===== src/rtl/mem_req_arbiter_if.sv =====
// Bundle of the three requester ports, the AXI-bridge side and the grant vector.
// slave = arbiter view, master = environment view (requesters plus bridge).
interface mem_req_arbiter_if;
    logic [63:0] icache_addr, icache_data, icache_rdata;
    logic [7:0]  icache_mask;
    logic        icache_we, icache_re, icache_finish;

    logic [63:0] dcache_addr, dcache_data, dcache_rdata;
    logic [7:0]  dcache_mask;
    logic        dcache_we, dcache_re, dcache_finish;

    logic [63:0] mmio_addr, mmio_data, mmio_rdata;
    logic [7:0]  mmio_mask;
    logic        mmio_we, mmio_re, mmio_finish;

    logic [63:0] axi_addr, axi_data, axi_rdata;
    logic [7:0]  axi_mask;
    logic        axi_we, axi_re, axi_finish;

    logic [2:0]  grant;

    modport slave (
        input  icache_addr, icache_data, icache_mask, icache_we, icache_re,
        input  dcache_addr, dcache_data, dcache_mask, dcache_we, dcache_re,
        input  mmio_addr, mmio_data, mmio_mask, mmio_we, mmio_re,
        input  axi_rdata, axi_finish,
        output icache_rdata, icache_finish, dcache_rdata, dcache_finish,
        output mmio_rdata, mmio_finish,
        output axi_addr, axi_data, axi_mask, axi_we, axi_re,
        output grant
    );

    modport master (
        output icache_addr, icache_data, icache_mask, icache_we, icache_re,
        output dcache_addr, dcache_data, dcache_mask, dcache_we, dcache_re,
        output mmio_addr, mmio_data, mmio_mask, mmio_we, mmio_re,
        output axi_rdata, axi_finish,
        input  icache_rdata, icache_finish, dcache_rdata, dcache_finish,
        input  mmio_rdata, mmio_finish,
        input  axi_addr, axi_data, axi_mask, axi_we, axi_re,
        input  grant
    );
endinterface


===== src/rtl/mem_req_arbiter.sv =====
// Three-requester arbiter (icache, dcache, mmio) in front of a single AXI bridge.
// IDLE picks a winner, BUSY forwards until axi_finish, DONE is a one-cycle gap.
module mem_req_arbiter #(
    parameter int RR_EN = 1
) (
    input  logic                     clk,
    input  logic                     rst,
    mem_req_arbiter_if.slave         bus,
    output logic [1:0]               dbg_state
);
    typedef enum logic [1:0] {IDLE = 2'd0, BUSY = 2'd1, DONE = 2'd2} state_t;

    state_t     state_q, state_d;
    logic [2:0] grant_q, grant_d;
    logic [2:0] last_q, last_d;
    logic [2:0] pend;
    logic [2:0] win;

    assign pend = {bus.mmio_we   | bus.mmio_re,
                   bus.dcache_we | bus.dcache_re,
                   bus.icache_we | bus.icache_re};

    // Round-robin search begins at the requester after last_q (one-hot).
    always_comb begin
        win = 3'b000;
        if (RR_EN != 0) begin
            case (last_q)
                3'b001: begin
                    if      (pend[1]) win = 3'b010;
                    else if (pend[2]) win = 3'b100;
                    else if (pend[0]) win = 3'b001;
                end
                3'b010: begin
                    if      (pend[2]) win = 3'b100;
                    else if (pend[0]) win = 3'b001;
                    else if (pend[1]) win = 3'b010;
                end
                default: begin
                    if      (pend[0]) win = 3'b001;
                    else if (pend[1]) win = 3'b010;
                    else if (pend[2]) win = 3'b100;
                end
            endcase
        end else begin
            if      (pend[2]) win = 3'b100;
            else if (pend[1]) win = 3'b010;
            else if (pend[0]) win = 3'b001;
        end
    end

    always_comb begin
        state_d = state_q;
        grant_d = grant_q;
        last_d  = last_q;
        case (state_q)
            IDLE: begin
                if (|pend) begin
                    state_d = BUSY;
                    grant_d = win;
                    last_d  = win;
                end else begin
                    grant_d = 3'b000;
                end
            end
            BUSY: begin
                if (bus.axi_finish) begin
                    state_d = DONE;
                    grant_d = 3'b000;
                end
            end
            DONE: begin
                state_d = IDLE;
                grant_d = 3'b000;
            end
            default: begin
                state_d = IDLE;
                grant_d = 3'b000;
            end
        endcase
    end

    always_ff @(posedge clk or posedge rst) begin
        if (rst) begin
            state_q <= IDLE;
            grant_q <= 3'b000;
            last_q  <= 3'b100;
        end else begin
            state_q <= state_d;
            grant_q <= grant_d;
            last_q  <= last_d;
        end
    end

    // Datapath is purely combinational from state_q/grant_q, so reset silences it at once.
    always_comb begin
        bus.axi_addr      = '0;
        bus.axi_data      = '0;
        bus.axi_mask      = '0;
        bus.axi_we        = 1'b0;
        bus.axi_re        = 1'b0;
        bus.icache_rdata  = '0;
        bus.icache_finish = 1'b0;
        bus.dcache_rdata  = '0;
        bus.dcache_finish = 1'b0;
        bus.mmio_rdata    = '0;
        bus.mmio_finish   = 1'b0;
        if (state_q == BUSY) begin
            if (grant_q[0]) begin
                bus.axi_addr      = bus.icache_addr;
                bus.axi_data      = bus.icache_data;
                bus.axi_mask      = bus.icache_mask;
                bus.axi_we        = bus.icache_we;
                bus.axi_re        = bus.icache_re;
                bus.icache_rdata  = bus.axi_rdata;
                bus.icache_finish = bus.axi_finish;
            end else if (grant_q[1]) begin
                bus.axi_addr      = bus.dcache_addr;
                bus.axi_data      = bus.dcache_data;
                bus.axi_mask      = bus.dcache_mask;
                bus.axi_we        = bus.dcache_we;
                bus.axi_re        = bus.dcache_re;
                bus.dcache_rdata  = bus.axi_rdata;
                bus.dcache_finish = bus.axi_finish;
            end else if (grant_q[2]) begin
                bus.axi_addr      = bus.mmio_addr;
                bus.axi_data      = bus.mmio_data;
                bus.axi_mask      = bus.mmio_mask;
                bus.axi_we        = bus.mmio_we;
                bus.axi_re        = bus.mmio_re;
                bus.mmio_rdata    = bus.axi_rdata;
                bus.mmio_finish   = bus.axi_finish;
            end
        end
    end

    assign bus.grant = grant_q;
    assign dbg_state = state_q;
endmodule


===== src/flat_wrapper.sv =====
// flat-port wrapper written by rule: the top's interface ports become plain ports
module mem_req_arbiter_flat 
#(
    parameter int RR_EN = 1
)
  (clk, rst, dbg_state, bus_icache_addr, bus_icache_data, bus_icache_mask, bus_icache_we, bus_icache_re, bus_dcache_addr, bus_dcache_data, bus_dcache_mask, bus_dcache_we, bus_dcache_re, bus_mmio_addr, bus_mmio_data, bus_mmio_mask, bus_mmio_we, bus_mmio_re, bus_axi_rdata, bus_axi_finish, bus_icache_rdata, bus_icache_finish, bus_dcache_rdata, bus_dcache_finish, bus_mmio_rdata, bus_mmio_finish, bus_axi_addr, bus_axi_data, bus_axi_mask, bus_axi_we, bus_axi_re, bus_grant);
  mem_req_arbiter_if bus_i ();
  input  logic clk;
  input  logic rst;
  output logic [1:0] dbg_state;
  input wire logic [$bits(bus_i.icache_addr)-1:0] bus_icache_addr;
  input wire logic [$bits(bus_i.icache_data)-1:0] bus_icache_data;
  input wire logic [$bits(bus_i.icache_mask)-1:0] bus_icache_mask;
  input wire logic [$bits(bus_i.icache_we)-1:0] bus_icache_we;
  input wire logic [$bits(bus_i.icache_re)-1:0] bus_icache_re;
  input wire logic [$bits(bus_i.dcache_addr)-1:0] bus_dcache_addr;
  input wire logic [$bits(bus_i.dcache_data)-1:0] bus_dcache_data;
  input wire logic [$bits(bus_i.dcache_mask)-1:0] bus_dcache_mask;
  input wire logic [$bits(bus_i.dcache_we)-1:0] bus_dcache_we;
  input wire logic [$bits(bus_i.dcache_re)-1:0] bus_dcache_re;
  input wire logic [$bits(bus_i.mmio_addr)-1:0] bus_mmio_addr;
  input wire logic [$bits(bus_i.mmio_data)-1:0] bus_mmio_data;
  input wire logic [$bits(bus_i.mmio_mask)-1:0] bus_mmio_mask;
  input wire logic [$bits(bus_i.mmio_we)-1:0] bus_mmio_we;
  input wire logic [$bits(bus_i.mmio_re)-1:0] bus_mmio_re;
  input wire logic [$bits(bus_i.axi_rdata)-1:0] bus_axi_rdata;
  input wire logic [$bits(bus_i.axi_finish)-1:0] bus_axi_finish;
  output wire logic [$bits(bus_i.icache_rdata)-1:0] bus_icache_rdata;
  output wire logic [$bits(bus_i.icache_finish)-1:0] bus_icache_finish;
  output wire logic [$bits(bus_i.dcache_rdata)-1:0] bus_dcache_rdata;
  output wire logic [$bits(bus_i.dcache_finish)-1:0] bus_dcache_finish;
  output wire logic [$bits(bus_i.mmio_rdata)-1:0] bus_mmio_rdata;
  output wire logic [$bits(bus_i.mmio_finish)-1:0] bus_mmio_finish;
  output wire logic [$bits(bus_i.axi_addr)-1:0] bus_axi_addr;
  output wire logic [$bits(bus_i.axi_data)-1:0] bus_axi_data;
  output wire logic [$bits(bus_i.axi_mask)-1:0] bus_axi_mask;
  output wire logic [$bits(bus_i.axi_we)-1:0] bus_axi_we;
  output wire logic [$bits(bus_i.axi_re)-1:0] bus_axi_re;
  output wire logic [$bits(bus_i.grant)-1:0] bus_grant;
  assign bus_i.icache_addr = bus_icache_addr;
  assign bus_i.icache_data = bus_icache_data;
  assign bus_i.icache_mask = bus_icache_mask;
  assign bus_i.icache_we = bus_icache_we;
  assign bus_i.icache_re = bus_icache_re;
  assign bus_i.dcache_addr = bus_dcache_addr;
  assign bus_i.dcache_data = bus_dcache_data;
  assign bus_i.dcache_mask = bus_dcache_mask;
  assign bus_i.dcache_we = bus_dcache_we;
  assign bus_i.dcache_re = bus_dcache_re;
  assign bus_i.mmio_addr = bus_mmio_addr;
  assign bus_i.mmio_data = bus_mmio_data;
  assign bus_i.mmio_mask = bus_mmio_mask;
  assign bus_i.mmio_we = bus_mmio_we;
  assign bus_i.mmio_re = bus_mmio_re;
  assign bus_i.axi_rdata = bus_axi_rdata;
  assign bus_i.axi_finish = bus_axi_finish;
  assign bus_icache_rdata = bus_i.icache_rdata;
  assign bus_icache_finish = bus_i.icache_finish;
  assign bus_dcache_rdata = bus_i.dcache_rdata;
  assign bus_dcache_finish = bus_i.dcache_finish;
  assign bus_mmio_rdata = bus_i.mmio_rdata;
  assign bus_mmio_finish = bus_i.mmio_finish;
  assign bus_axi_addr = bus_i.axi_addr;
  assign bus_axi_data = bus_i.axi_data;
  assign bus_axi_mask = bus_i.axi_mask;
  assign bus_axi_we = bus_i.axi_we;
  assign bus_axi_re = bus_i.axi_re;
  assign bus_grant = bus_i.grant;
  mem_req_arbiter #(.RR_EN(RR_EN)) u_core (.clk(clk), .rst(rst), .bus(bus_i), .dbg_state(dbg_state));
endmodule

===== config.mk =====
export PLATFORM = sky130hd
export DESIGN_NAME = mem_req_arbiter_flat
export DESIGN_NICKNAME = d
export VERILOG_FILES = /design/src/rtl/mem_req_arbiter_if.sv /design/src/rtl/mem_req_arbiter.sv /design/src/flat_wrapper.sv
export SDC_FILE = /design/constraint.sdc
export NUM_CORES = 1
export LEC_CHECK = 0
export ABC_AREA = 0
export ABC_CLOCK_PERIOD_IN_PS = 2500
export BUFFER_PORTS_ARGS = -buffer_cell sky130_fd_sc_hd__buf_2
export CELL_PAD_IN_SITES_DETAIL_PLACEMENT = 0
export CELL_PAD_IN_SITES_GLOBAL_PLACEMENT = 2
export CORE_AREA = 8 8 315 317
export CTS_BUF_LIST = sky130_fd_sc_hd__clkbuf_2
export CTS_CLUSTER_DIAMETER = 50
export DETAILED_ROUTE_END_ITERATION = 10
export DIE_AREA = 0 0 323 325
export HOLD_SLACK_MARGIN = 0.12
export PLACE_DENSITY_LB_ADDON = 0.1
export SETUP_SLACK_MARGIN = 0.15
export SLEW_MARGIN = 20
export SYNTH_ARGS = -nofsm -noshare
export SYNTH_HDL_FRONTEND = slang
export SYNTH_SLANG_ARGS = --single-unit
export TNS_END_PERCENT = 100

===== constraint.sdc =====
create_clock -name clk -period 2.5 [get_ports clk]
set_input_delay 0.25 -clock clk [delete_from_list [all_inputs] [get_ports clk]]
set_output_delay 0.25 -clock clk [all_outputs]
set_load 0.005 [all_outputs]

==> flow_summary.toml, run 1 <==
[run_status]
outcome = "complete, no violations"

[sta]
tightest_slew_ns = 0.517
relSlewSlack_pct = 65.1
min_period_ns = 2.23
finalMaxSlewViolations = 0
setup_tns_ns = 0
clock.fmax_ghz = 0.448
fin_skew_ns = 0.00870
hold_viol = 0
finalCritPeriodShare_pct = 89.3
hold_slack_ns = 0.312
setup_viol = 0
rsz0062_at_grt = "false"

[synthesis]
ys.flop_type = "dfrtp_1"
netlist.area_leader.share_pct = 24.7
synth_area_leaders = "a221oi_1 (25%), nor2b_1 (18%), and2_1 (16%)"
synth_edf_count = 0
synth_nets = 1241
synth_cell_types = 28
avgSynthCellArea_um2 = 6.44
ys_seq_area_share_pct = 4.12
ys.warnings.count = 0
yosys.area.top_type = "a221oi_1"
synthArstFlopShare_pct = 100
syn_area_um2 = 4890
synth-seq-cells = 8
syn_inst = 760

[critical_path]
cp.arrival_ns = 1.98
crit_path_end_kind = "output pin"
cp_common_cell = "buf_12"
crit_slowest_cell = "dfrtp_4"
crit_path_start_kind = "flip-flop"
cpPeakStageDelay_ns = 0.53
critPathMaxFanout = 21
crit_chain = "nor2b_4 > buf_12 > buf_12 > a221oi_1 > nor3_2 > buf_2"
worstPathRequired_ns = 2.25
critical_path_class = "flip-flop to output pin"

[layout]
final_common_cell = "buf_2"
syn2layout_area_growth_pct = 121
finalNonFillerCells = 2807
layout-drive-gt1-share_pct = 57.8
final_cell_mix = "buf_2 (818), nor2b_1 (138), a221oi_1 (136)"
final_nets = 2005

[floorplan]
io_pins = 819
die_x_um = 323
die_h_um = 325
dieArea_um2 = 105000
fp.coreArea_um2 = 94200
start_util_pct = 5.20
num_rows = 113

[routing]
drt-total-wl_um = 69400
first_pass_iters = 5
antenna_left = 0
vias = 9240
route.detailed.drc = 0
drt_iter0_markers = 403
post_drt_wl_per_cell_um = 24.7
vias_per_cell = 3.29

[clocking]
cts.sinks = 8
clockBufferDepth = 2
tritoncts = "done"
clk_pin_slew_ns = 0.08
clockRootBuffer = "clkbuf_2"
cts_buffers = 3
clk_latency_ns = 0.24
htree_levels = 1

[global_routing]
grt_overflow = 0
grt.met2_usage_pct = 24.2
grt_usage_pct = 12.2
grt_util_met1_pct = 12.5
grt_pass1_vias = 9634
busiest_layer = "met2"
grt_max_degree = 65
grt_pass1_wl_um = 90100
use_met3_pct = 3.40
antenna_found_initial = 35

[placement]
place_congestion = 0.845
dp_cells = 2778
port_buffers = 818
hpwl_um = 58100

[power_and_ir_drop]
power_density_nw_per_um2 = 782
total_power_uw = 8470
max-vdd-ir-drop_mv = 0.222
p_leak_uw = 0.00571

[flow_run]
drv_cap = 0

[hold_path]
hp-class = "primary input to flip-flop"
==> Yosys cell counts, types with 2 or more instances <==
| cell type | instances |
|---|---|
| nor3_1 | 140 |
| nor2b_1 | 139 |
| a221oi_1 | 138 |
| and2_1 | 128 |
| and3_1 | 65 |
| clkbuf_1 | 49 |
| buf_2 | 43 |
| dfrtp_1 | 7 |
| clkbuf_2 | 6 |
| nor2_1 | 6 |
| nand2_1 | 5 |
| o21ai_0 | 5 |
| a21o_1 | 4 |
| buf_4 | 4 |
| nand2b_1 | 4 |
| a21oi_1 | 2 |
| inv_1 | 2 |
| nor4_1 | 2 |
| nor4b_1 | 2 |
==> flip-flops by register name, indices dropped and copies added, names as in the netlist <==
| register | flops |
|---|---|
| u_core.bus.grant | 3 |
| u_core.last_q | 3 |
| u_core.dbg_state | 2 |
==> worst paths after layout <==
check / from / to / slack (ns) / cells past startpoint
worst max register to register: u_core.dbg_state[1] / u_core.bus.grant[0] / 0.94 / 4
worst max-delay path: u_core.bus.grant[1] / bus_axi_addr[62] / 0.27 / 6
max in group asynchronous: rst / u_core.last_q[2] / 1.65 / 3
worst min-delay path: bus_axi_finish / u_core.dbg_state[0] / 0.31 / 2
min in group asynchronous: rst / u_core.last_q[0] / 0.55 / 3
worst min register to register: u_core.last_q[2] / u_core.last_q[2] / 0.50 / 2
==> cell families (layout without fill, tap and decap cells) <==
logic type / Yosys count / in the layout / share of synthesized area [%]
flip-flops: 8 / 8 / 4.12
AND/OR/NAND/NOR: 495 / 495 / 59.7
buffers and inverters: 106 / 869 / 9.84
other: 0 / 19 / 0
AO/OA/AOI/OAI: 151 / 151 / 26.4
==> worst max-delay path: cells and delay by family, from the launching register on <==
kind | cells | cell delay [ns]
buffers and inverters | 3 | 0.58
DFF | 1 | 0.53
and+or+nand+nor | 2 | 0.50
AOI/OAI and AO/OA | 1 | 0.10
==> metal layers <==
metal,vias to the layer above,wire [µm]
met5,-,69
li1,4387,-
met2,373,38900
met1,4420,25000
met3,50,4470
met4,10,901
==> area by class of cell <==
type,count,area (µm²)
diodes,19,47.5
clock buffers,4,20.0
fillers,11300,83300
inverters,2,7.51
multi-input cells,646,4270
flip-flops and latches,8,209
well taps,1265,1580
repair buffers,863,4700
==> power by group <==
part | internal [µW] | leakage (µW) | switching [µW] | total [µW]
Combinational | 3330 | 0.00559 | 4730 | 8060
Clock | 42.5 | 0.0000167 | 44.2 | 86.7
Sequential | 199 | 0.0000968 | 120 | 319
Total | 3570 | 0.00571 | 4900 | 8470
==> per-stage QoR <==
| stage | area (µm²) | worst slack, ns | utilization, % |
|---|---|---|---|
| after floorplan | 4890 | 0.957 | - |
| after global placement | 10600 | 0.107 | 11.2 |
| after detailed placement | 10600 | 0.133 | 11.2 |
| after CTS | 10700 | 0.0850 | 11.4 |
| after global routing | 10800 | 0.163 | 11.5 |
| final | 10800 | 0.267 | 11.5 |
==> repair_timing <==
action	CTS	global route
hold buffers	1	0
endpoints found under the setup margin	9	32
gates resized for setup	9	9
setup buffers	2	1
gates cloned	1	1
pin swaps	1	2
endpoints found under the hold margin	7	0
Note: power is estimated with default switching activity, not from simulation.
==> run 2: changes to the inputs <==
- CTS_BUF_LIST: sky130_fd_sc_hd__clkbuf_2 -> sky130_fd_sc_hd__clkbuf_8
==> run 2 against run 1 <==
Net effect: design area about the same; largest power group unchanged; critical endpoint unchanged; largest cell class unchanged; cell count barely moved; first-iteration DRC count grew 6.2%.
==> flow_summary.toml, run 2 (same netlist as run 1, synthesis figures left out) <==
[run_status]
outcome = "complete, no violations"

[sta]
setup_tns_ns = 0
rsz0062_at_grt = "false"
clock.fmax_ghz = 0.443
setup_viol = 0
finalMaxSlewViolations = 0
fin_skew_ns = 0.00542
tightest_slew_ns = 0.530
min_period_ns = 2.26
hold_viol = 0
relSlewSlack_pct = 64.6
finalCritPeriodShare_pct = 90.3

[clocking]
htree_levels = 1
tritoncts = "done"
cts.sinks = 8
cts_buffers = 3
clockRootBuffer = "clkbuf_8"
clk_pin_slew_ns = 0.04
clk_latency_ns = 0.23
clockBufferDepth = 2

[layout]
final_nets = 2004
fin_util_pct = 11.5
seq_area_um2 = 209
final_common_cell = "buf_2"
fill_cells = 11300
layout-drive-gt1-share_pct = 57.8
syn2layout_area_growth_pct = 122
multi_input_area_um2 = 4270
final_cell_mix = "buf_2 (818), nor2b_1 (138), a221oi_1 (136)"

[global_routing]
grt_pass1_wl_um = 90100
grt_overflow = 0
grt_usage_pct = 12.2
antenna_found_initial = 35
grt_max_degree = 65
grt_pass1_vias = 9638

[floorplan]
start_util_pct = 5.20
die_x_um = 323
num_rows = 113
fp.coreArea_um2 = 94200
dieArea_um2 = 105000
io_pins = 819
die_h_um = 325

[power_and_ir_drop]
max-vdd-ir-drop_mv = 0.228
power_density_nw_per_um2 = 785
total_power_uw = 8510
p_leak_uw = 0.00571

[hold_path]
hp-class = "primary input to flip-flop"
min_path_cells = 2

[routing]
drt_iter0_markers = 428
first_pass_iters = 4
vias_per_cell = 3.29
drt-total-wl_um = 69400
vias = 9244
post_drt_wl_per_cell_um = 24.7
antenna_left = 0
route.detailed.drc = 0

[critical_path]
crit_path_start_kind = "flip-flop"
crit_path_end_kind = "output pin"
critical_path_class = "flip-flop to output pin"
critPathMaxFanout = 21
cp.arrival_ns = 2.01
r2r_cells = 4
worstPathRequired_ns = 2.25

[placement]
port_buffers = 818
hpwl_um = 58100
place_congestion = 0.845

[flow_run]
drv_cap = 0
==> run 2: cell count changes in the layout (fill, tap and decap cells not counted) <==
cell / previous run / this run
clkbuf_8: 0 / 3
buf_6: 2 / 3
clkbuf_2: 4 / 0
buf_12: 13 / 12
buf_4: 23 / 22
inv_1: 2 / 3
==> run 2: area by class of cell <==
cell class	count	share of cell area, %
multi-input cells	646	39.4
repair buffers	862	43.2
clock inverters	1	0.0346
flip-flops and latches	8	1.93
inverters	2	0.0692
well taps	1265	14.6
clock buffers	3	0.381
diodes	19	0.438
==> run 2: final timing paths <==
kind                                       end                 from  slack, ns
max                           bus_axi_addr[62]  u_core.bus.grant[1]       0.24
min                        u_core.dbg_state[0]       bus_axi_finish       0.35
max reg2reg                u_core.bus.grant[0]  u_core.dbg_state[1]       0.95
min reg2reg                   u_core.last_q[2]     u_core.last_q[2]       0.50
max in group asynchronous     u_core.last_q[2]                  rst       1.63
min in group asynchronous     u_core.last_q[0]                  rst       0.57
==> run 2: repair_timing <==
item	in CTS	in global routing
setup endpoints to repair	7	32
pin swaps	1	1
gates resized for setup	6	10
gates cloned	1	1
setup buffers	2	0
hold buffers	1	0
endpoints found under the hold margin	7	0
==> run 2: stage by stage <==
stage                     hold slack (ns)  cells  area (µm²)  setup WS (ns)
final                               0.352   2806       10800          0.242
after global routing                0.369   2803       10800          0.154
after CTS                           0.343   2786       10700          0.116
after detailed placement            0.218   2778       10600          0.133
after global placement              0.233   2778       10600          0.107
after floorplan                    0.0649    760        4890          0.957
==> run 2: critical path, cell delays in order (launching register included) <==
cell and delay [ns]:
dfrtp_4 0.54, nor2b_4 0.19, buf_12 0.20, buf_6 0.23, a221oi_1 0.11, nor3_2 0.26
buf_2 0.20
==> run 2: per-layer routing <==
layer	part of all wire, %	GRT usage, %	vias to the layer above
met2	56	24.2	373
met1	36	12.5	4426
met4	1.3	2.46	10
met3	6.5	3.40	50
met5	0.11	0	-
li1	-	-	4385
==> run 2: power by group <==
part	switching [µW]	internal [µW]
Clock	49.3	106
Combinational	4710	3310
Sequential	131	201
==> run 3: changes to the inputs <==
- CTS_BUF_LIST: sky130_fd_sc_hd__clkbuf_8 -> sky130_fd_sc_hd__clkbuf_4 sky130_fd_sc_hd__clkbuf_8
==> run 3 against run 2 <==
Net effect: die area is the same; critical path depth did not move; cell count unchanged; setup slack lost 0.00069 ns; count of clock-buffer cells in the layout increased by 1; sequential cell count is the same; first-iteration DRC count grew 0.70%; non-clock buffer count stayed put; critical path type unchanged; critical endpoint unchanged; largest cell class unchanged; highest routed layer unchanged.
==> flow_summary.toml, run 3 (same netlist as run 1, synthesis figures left out) <==
[floorplan]
io_pins = 819
num_rows = 113
die_h_um = 325
fp.coreArea_um2 = 94200
start_util_pct = 5.20
die_x_um = 323
dieArea_um2 = 105000

[hold_path]
worst_hold_path.endpoint = "u_core.dbg_state[0]"
min_from = "bus_axi_finish"
hp-class = "primary input to flip-flop"
min_path_cells = 2

[layout]
final_nets = 2004
layout-drive-gt1-share_pct = 57.8
syn2layout_area_growth_pct = 122
final_common_cell = "buf_2"
final_cell_mix = "buf_2 (818), nor2b_1 (138), a221oi_1 (136)"
design_area_um2 = 10900

[power_and_ir_drop]
max-vdd-ir-drop_mv = 0.230
p_leak_uw = 0.00571
power_density_nw_per_um2 = 785

[global_routing]
grt_usage_pct = 12.2
grt_pass1_wl_um = 90100
antenna_found_initial = 35
grt_max_degree = 65
grt_pass1_vias = 9638
grt_overflow = 0

[critical_path]
worstPathRequired_ns = 2.25
worstReg2RegEnd = "u_core.bus.grant[0]"
critical_path_class = "flip-flop to output pin"
crit_path_start_kind = "flip-flop"
critPathMaxFanout = 21
crit_chain = "nor2b_4 > buf_12 > buf_6 > a221oi_1 > nor3_2 > buf_2"
r2r_cells = 4
crit_slowest_cell = "dfrtp_4"
crit_path_end_kind = "output pin"
cp.arrival_ns = 2.01
cpPeakStageDelay_ns = 0.54
reg2reg_slack_ns = 0.94
r2r-start = "u_core.dbg_state[1]"

[sta]
min_period_ns = 2.26
setup_tns_ns = 0
fin_skew_ns = 0.00447
finalCritPeriodShare_pct = 90.4
hold_viol = 0
relSlewSlack_pct = 64.6
tightest_slew_ns = 0.530
clock.fmax_ghz = 0.443
rsz0062_at_grt = "false"
setup_viol = 0
finalMaxSlewViolations = 0

[routing]
route.detailed.drc = 0
vias = 9251
drt_iter0_markers = 431
vias_per_cell = 3.30
drt-total-wl_um = 69400
antenna_left = 0
first_pass_iters = 4
post_drt_wl_per_cell_um = 24.7

[placement]
placed_cell_area_um2 = 10600
port_buffers = 818
hpwl_um = 58100
place_congestion = 0.845

[flow_run]
drv_cap = 0

[clocking]
cts.sinks = 8
htree_levels = 1
clk_pin_slew_ns = 0.04
clk_latency_ns = 0.23
clockBufferDepth = 2
clockRootBuffer = "clkbuf_8"
cts_buffers = 3
tritoncts = "done"

[run_status]
outcome = "complete, no violations"
## run 3: per-stage QoR
stage | hold WS [ns] | setup WS [ns] | power, µW | utilization (%) | cells
finish | 0.347 | 0.241 | 8520 | 11.5 | 2806
global route | 0.369 | 0.155 | 9340 | 11.5 | 2803
CTS | 0.343 | 0.114 | 8810 | 11.4 | 2786
detailed placement | 0.218 | 0.133 | 8390 | 11.2 | 2778
global placement | 0.233 | 0.107 | 8530 | 11.2 | 2778
floorplan | 0.0649 | 0.957 | 4170 | - | 760
## run 3: worst max path at each step
stage,to,cells past startpoint,startpoint
2_1_floorplan,bus_mmio_rdata[10],5,u_core.dbg_state[1]
3_3_place_gp,bus_axi_data[51],6,u_core.bus.grant[1]
3_5_place_dp,bus_axi_addr[62],5,u_core.bus.grant[1]
4_1_cts,bus_axi_data[44],7,u_core.bus.grant[1]
5_1_grt,bus_axi_addr[62],6,u_core.bus.grant[1]
6_report,bus_axi_addr[62],6,u_core.bus.grant[1]
## run 3: power by group
| group | switching (µW) | internal [µW] |
|---|---|---|
| clock | 50.2 | 121 |
| sequential | 130 | 201 |
| combinational | 4710 | 3310 |
## run 3: area by class of cell
type                            count  area, µm²
Inverter                            2       7.51
Sequential cell                     8        209
Clock buffer                        4       48.8
Antenna cell                       19       47.5
Multi-Input combinational cell    646       4270
Tap cell                         1265       1580
Timing Repair Buffer              862       4690
Fill cell                       11300      83300
## run 3: what timing repair did
action / in CTS / in global routing
gates cloned: 1 / 1
buffers inserted: 2 / 0
hold buffers: 1 / 0
endpoints found under the hold margin: 7 / 0
endpoints found under the setup margin: 7 / 32
gates resized for setup: 6 / 10
pin swaps: 1 / 1
## run 3: critical path, delay by kind of cell (launching register included)
kind                   cells  cell delay [ns]
buffers and inverters      3             0.63
AOI/OAI and AO/OA          1             0.11
DFF                        1             0.54
and+or+nand+nor            2             0.45
## run 3: metal layers
metal  GRT usage (%)  vias to the layer above  wire, µm
li1                -                     4386         -
met1            12.5                     4438     25000
met2            24.2                      367     38900
met3            3.40                       50      4490
met4            2.46                       10       882
met5               0                        -        75
